$ cat src/rtl/wrr_arbiter_if.sv
// Request/grant bundle between request sources and the weighted round-robin arbiter.
// The master side drives requests, weights, mode and ack; the slave side is the arbiter.
interface wrr_arbiter_if #(
  parameter int WIDTH    = 4,
  parameter int WEIGHT_W = 4,
  parameter int IDX_W    = $clog2(WIDTH)
);
  logic                      mode;
  logic [WIDTH-1:0]          request;
  logic [WIDTH*WEIGHT_W-1:0] weight;
  logic                      ack;
  logic [WIDTH-1:0]          grant;
  logic                      grant_valid;
  logic [IDX_W-1:0]          grant_id;

  modport master (
    output mode, request, weight, ack,
    input  grant, grant_valid, grant_id
  );

  modport slave (
    input  mode, request, weight, ack,
    output grant, grant_valid, grant_id
  );
endinterface

$ cat src/rtl/wrr_arbiter.sv
// Weighted round-robin / fixed-priority arbiter with registered one-hot grant held until ack.
// Each round-robin owner keeps the grant for up to its weight in consecutive acks.
module wrr_arbiter #(
  parameter int WIDTH    = 4,
  parameter int WEIGHT_W = 4
) (
  input  logic          clk,
  input  logic          rst,
  wrr_arbiter_if.slave  bus
);
  localparam int IDX_W = $clog2(WIDTH);

  typedef enum logic {IDLE, GRANT} state_e;

  state_e                state_q, state_d;
  logic [WIDTH-1:0]      grant_q, grant_d;
  logic                  grant_valid_q, grant_valid_d;
  logic [IDX_W-1:0]      grant_id_q, grant_id_d;
  logic [IDX_W-1:0]      ptr_q, ptr_d;
  logic [WEIGHT_W-1:0]   credit_q, credit_d;
  logic                  owner_fp_q, owner_fp_d;

  logic [WEIGHT_W-1:0]   credit_dec;
  logic                  reselect;
  logic [IDX_W-1:0]      sel_start;
  logic                  sel_found;
  logic [IDX_W-1:0]      sel_idx;

  function automatic logic [IDX_W-1:0] next_idx(input logic [IDX_W-1:0] i);
    return (i == IDX_W'(WIDTH - 1)) ? '0 : i + 1'b1;
  endfunction

  // First asserted request at or after start (wrapping); fixed priority scans from 0.
  function automatic logic [IDX_W:0] pick(input logic [WIDTH-1:0] req,
                                          input logic [IDX_W-1:0] start,
                                          input logic             fixed);
    logic             found;
    logic [IDX_W-1:0] idx;
    int               base;
    found = 1'b0;
    idx   = '0;
    base  = fixed ? 0 : int'(start);
    for (int k = WIDTH - 1; k >= 0; k--) begin
      int j;
      j = (base + k) % WIDTH;
      if (req[j]) begin
        found = 1'b1;
        idx   = IDX_W'(j);
      end
    end
    return {found, idx};
  endfunction

  function automatic logic [WEIGHT_W-1:0] eff_weight(input logic [WIDTH*WEIGHT_W-1:0] w_vec,
                                                     input logic [IDX_W-1:0]          i);
    logic [WEIGHT_W-1:0] w;
    w = w_vec[int'(i)*WEIGHT_W +: WEIGHT_W];
    return (w == '0) ? WEIGHT_W'(1) : w;
  endfunction

  // NOTE: every signal gets a default at the top of always_comb so no path leaves it unassigned (no latch).
  always_comb begin
    state_d       = state_q;
    grant_d       = grant_q;
    grant_valid_d = grant_valid_q;
    grant_id_d    = grant_id_q;
    ptr_d         = ptr_q;
    credit_d      = credit_q;
    owner_fp_d    = owner_fp_q;
    credit_dec    = credit_q - 1'b1;
    reselect      = 1'b0;
    sel_start     = ptr_q;

    case (state_q)
      IDLE: begin
        if (|bus.request) reselect = 1'b1;
      end
      GRANT: begin
        if (bus.ack) begin
          if (owner_fp_q) begin
            reselect = 1'b1;
          end else if (bus.request[grant_id_q] && credit_dec != '0) begin
            credit_d = credit_dec;
          end else begin
            ptr_d     = next_idx(grant_id_q);
            sel_start = next_idx(grant_id_q);
            reselect  = 1'b1;
          end
        end
      end
      default: ;
    endcase

    {sel_found, sel_idx} = pick(bus.request, sel_start, bus.mode);

    // mode is captured per owner so a mid-grant change only affects the next selection.
    if (reselect) begin
      if (sel_found) begin
        state_d       = GRANT;
        grant_d       = WIDTH'(1) << sel_idx;
        grant_valid_d = 1'b1;
        grant_id_d    = sel_idx;
        owner_fp_d    = bus.mode;
        if (!bus.mode) credit_d = eff_weight(bus.weight, sel_idx);
      end else begin
        state_d       = IDLE;
        grant_d       = '0;
        grant_valid_d = 1'b0;
        grant_id_d    = '0;
      end
    end
  end

  // NOTE: sequential state uses non-blocking assignments so all flops update together at the edge.
  always_ff @(posedge clk or posedge rst) begin
    if (rst) begin
      state_q       <= IDLE;
      grant_q       <= '0;
      grant_valid_q <= 1'b0;
      grant_id_q    <= '0;
      ptr_q         <= '0;
      credit_q      <= '0;
      owner_fp_q    <= 1'b0;
    end else begin
      state_q       <= state_d;
      grant_q       <= grant_d;
      grant_valid_q <= grant_valid_d;
      grant_id_q    <= grant_id_d;
      ptr_q         <= ptr_d;
      credit_q      <= credit_d;
      owner_fp_q    <= owner_fp_d;
    end
  end

  assign bus.grant       = grant_q;
  assign bus.grant_valid = grant_valid_q;
  assign bus.grant_id    = grant_id_q;
endmodule
$ cat src/flat_wrapper.sv
// flat-port wrapper written by rule: the top's interface ports become plain ports
module wrr_arbiter_flat 
#(
  parameter int WIDTH    = 4,
  parameter int WEIGHT_W = 4
)
  (clk, rst, bus_mode, bus_request, bus_weight, bus_ack, bus_grant, bus_grant_valid, bus_grant_id);
  wrr_arbiter_if #(.WIDTH(WIDTH), .WEIGHT_W(WEIGHT_W)) bus_i ();
  input  logic clk;
  input  logic rst;
  input wire logic [$bits(bus_i.mode)-1:0] bus_mode;
  input wire logic [$bits(bus_i.request)-1:0] bus_request;
  input wire logic [$bits(bus_i.weight)-1:0] bus_weight;
  input wire logic [$bits(bus_i.ack)-1:0] bus_ack;
  output wire logic [$bits(bus_i.grant)-1:0] bus_grant;
  output wire logic [$bits(bus_i.grant_valid)-1:0] bus_grant_valid;
  output wire logic [$bits(bus_i.grant_id)-1:0] bus_grant_id;
  assign bus_i.mode = bus_mode;
  assign bus_i.request = bus_request;
  assign bus_i.weight = bus_weight;
  assign bus_i.ack = bus_ack;
  assign bus_grant = bus_i.grant;
  assign bus_grant_valid = bus_i.grant_valid;
  assign bus_grant_id = bus_i.grant_id;
  wrr_arbiter #(.WIDTH(WIDTH), .WEIGHT_W(WEIGHT_W)) u_core (.clk(clk), .rst(rst), .bus(bus_i));
endmodule
$ cat config.mk
export PLATFORM = sky130hd
export DESIGN_NAME = wrr_arbiter_flat
export DESIGN_NICKNAME = d
export VERILOG_FILES = /design/src/rtl/wrr_arbiter_if.sv /design/src/rtl/wrr_arbiter.sv /design/src/flat_wrapper.sv
export SDC_FILE = /design/constraint.sdc
export NUM_CORES = 1
export LEC_CHECK = 0
export ABC_AREA = 1
export BUFFER_PORTS_ARGS = -buffer_cell sky130_fd_sc_hd__buf_4
export CORE_UTILIZATION = 30
export DETAILED_ROUTE_END_ITERATION = 8
export PLACE_DENSITY = 0.61
export SETUP_SLACK_MARGIN = 0.05
export SLEW_MARGIN = 20
export SYNTH_ARGS = -nofsm -noshare
export SYNTH_HDL_FRONTEND = slang
export SYNTH_SLANG_ARGS = --single-unit
$ cat constraint.sdc
create_clock -name clk -period 3.1 [get_ports clk]
set_input_delay 0.465 -clock clk [delete_from_list [all_inputs] [get_ports clk]]
set_output_delay 0.465 -clock clk [all_outputs]
set_load 0.01 [all_outputs]
==> metrics.cfg <==
[sta]
slew_violations=0
fin_setup_tns_ns=0
final-setup-viol-count=0
tightest_slew_ns=0.5310
fin_crit_sh=0.8567
finalCriticalPeriod_ns=2.656
clock-skew-final_ns=0.003210
rsz0062_at_grt=false
fmax_ghz=0.3765
hold_viol_final=0
slew_headroom=0.6456

[setup_path]
rr_worst_depth=23
path_class=reg -> reg
worstSetupEndpointType=register
max_stage_delay_ns=0.41
path_buf_inv=3
critPathMaxFanout=10
worstReg2RegEnd=u_core.credit_q[3]
cpMaxStageDelayCell=dfrtp_1
worstPathArrival_ns=2.79
cp-start-kind=register
r2r-start=u_core.credit_q[0]
critical_path_required_ns=3.23
worst_path_most_repeated_cell=nand2_1
cp_top_family=simple AND/OR/NAND/NOR gates
crit_chain=inv_2, ha_1, inv_1, nand2_1, nand2_2, nor2_2, nand2_2, nand2_4, nand2_4, nand2_4, nand3_4, nand2_1, nand3_1, o21ai_1, nand2_1, nand2_1, nand2_2, clkinv_2, nand3_1, nand2_1, nand3_1, o21ai_1, nand2_1
timing.reg2reg.setup_slack_ns=0.44

[clocking]
ctsResizeCount=0
insertion_delay_ns=0.24
cts.clk_slew.worst_paths_ns=0.06
cts_tree=built
root_buffer=clkbuf_8
clock_path_buffers=2
clkSinkCount=14
ctsHoldBuffers=0
cts_buffers=3
htree_levels=1
cts_setup_buffers=0

[hold_path]
hp-class=in -> async

[floorplanning]
core_area_um2=4000
die_y_um=66.65
rows=23
io_pins=31
die-area_um2=4442
initial_core_util=0.3134
die_w_um=66.65

[place]
gp_congestion=0.8312
hpwl_mm=2.489
io_buffers=30
dp_cells=270

[synthesis]
synth_area_leaders=dfrtp_1 (28%), nand2_1 (15%), nand3_1 (15%)
synth_top_area_cell=dfrtp_1
ys.flop_type=dfrtp_1
netlist_top_cells_count=nand2_1 (51), nand3_1 (38), inv_1 (22)
ys_types=21
post_synth.cell_area_avg_um2=6.669
ys_ff_latch=14
syn_area_um2=1254
async_reset_ff_frac=1.000
synth_edf_count=0
synth_top_area_share=0.2794
ys_seq_area_frac=0.2794
yosysMostFrequentCell=nand2_1
yosysWarningCount=0
syn_inst=188
syn_nets=215

[final_layout]
fin_cells=274
syn_to_final_growth_pct=28.54
drive_above_1_share=0.3036
nets=252
diodes=0

[pwr]
p_leak_nw=0.8600
peakVddDrop_v=0.0002951
p_per_area_nw_per_um2=905.5

[routing]
first_iter_violations=36
drc_errors=0
first_pass_iters=4
avgViaCountPerCell=4.745
wl_per_cell_um=10.91
vias=1300
wl_mm=2.989
ant_nets=0

[outcome]
status=finished clean

[grt]
antenna_found_initial=0
grt_pass1_vias=1173
overflow=0
grt_pass1_wl_mm=5.154
grt_max_degree=15
grtUsageTotal=0.1506

[run]
maxCapViolations=0

[through the flow]
stage                     setup slack [ns]  hold WS, ns    util  total power [mW]  instance area (µm²)
after detailed placement            0.4545       0.4803  0.3891             1.293                 1556
after CTS                           0.4388       0.2737  0.4029             1.471                 1612
after global routing                0.1805       0.3149  0.4029             1.613                 1612
after floorplan                     0.7981       0.3542       -             1.052                 1254
final                               0.4442       0.2577  0.4029             1.459                 1612
after global placement              0.4969       0.4828  0.3891             1.287                 1556
[registers in the layout, indices dropped and copies added (netlist names)]
name / flops
u_core.bus.grant_valid: 1
u_core.credit_q: 4
u_core.bus.grant_id: 2
u_core.owner_fp_q: 1
u_core.bus.grant: 4
u_core.ptr_q: 2
[worst max path at each step]
| stage | from | depth (start not counted) | endpoint |
|---|---|---|---|
| 2_1_floorplan | u_core.credit_q[0] | 23 | u_core.credit_q[3] |
| 3_5_place_dp | u_core.credit_q[0] | 23 | u_core.credit_q[3] |
| 4_1_cts | u_core.credit_q[0] | 23 | u_core.credit_q[3] |
| 5_1_grt | u_core.credit_q[0] | 23 | u_core.credit_q[3] |
| 6_report | u_core.credit_q[0] | 23 | u_core.credit_q[3] |
| 3_3_place_gp | u_core.credit_q[0] | 23 | u_core.credit_q[3] |
[cells by family after synthesis]
| family | count (synthesis) | share of synthesized area |
|---|---|---|
| buf+inv | 29 | 0.08782 |
| compound gates | 19 | 0.07884 |
| fa+ha+maj | 3 | 0.02994 |
| flops | 14 | 0.2794 |
| simple gates | 123 | 0.5240 |
[metal layers]
layer  wire [µm]  vias to the layer above  track usage  part of all wire
met3         116                        4      0.01541             0.039
li1            -                      683            -                 -
met5           0                        -            0                 0
met2        1338                       29       0.2323              0.45
met4          34                        0      0.05585             0.011
met1        1500                      584       0.2140              0.50
[report_power, final]
group          leakage [nW]  total [mW]  internal [mW]  switching, mW
combinational         0.666       0.963          0.351          0.613
clock                0.0288       0.177          0.112         0.0641
sequential            0.165       0.319          0.256         0.0631
total                 0.860        1.46          0.719          0.740
[area by class of cell]
| type | count | area (µm²) |
|---|---|---|
| Clock buffer | 4 | 55.05 |
| Timing Repair Buffer | 32 | 240.2 |
| Inverter | 29 | 110.1 |
| Tap cell | 50 | 62.56 |
| Multi-Input combinational cell | 145 | 793.3 |
| Fill cell | 400 | 2389 |
| Sequential cell | 14 | 350.3 |
[placed cells by master, fill, tap and decap left out]
cell,count
dfrtp_1,14
and3b_2,1
nand3_4,3
ha_1,3
buf_4,32
o21ai_1,5
clkinv_2,1
nand2_1,51
o21ai_0,10
nor4_1,1
nor2_1,7
a21oi_1,3
nand2_4,7
nand3_1,38
clkinv_1,1
nand4_1,1
nor2_2,2
inv_2,5
inv_1,22
a21oi_2,1
clkbuf_8,4
nand3_2,2
nand2_2,10
(Power assumes the default switching activity.)
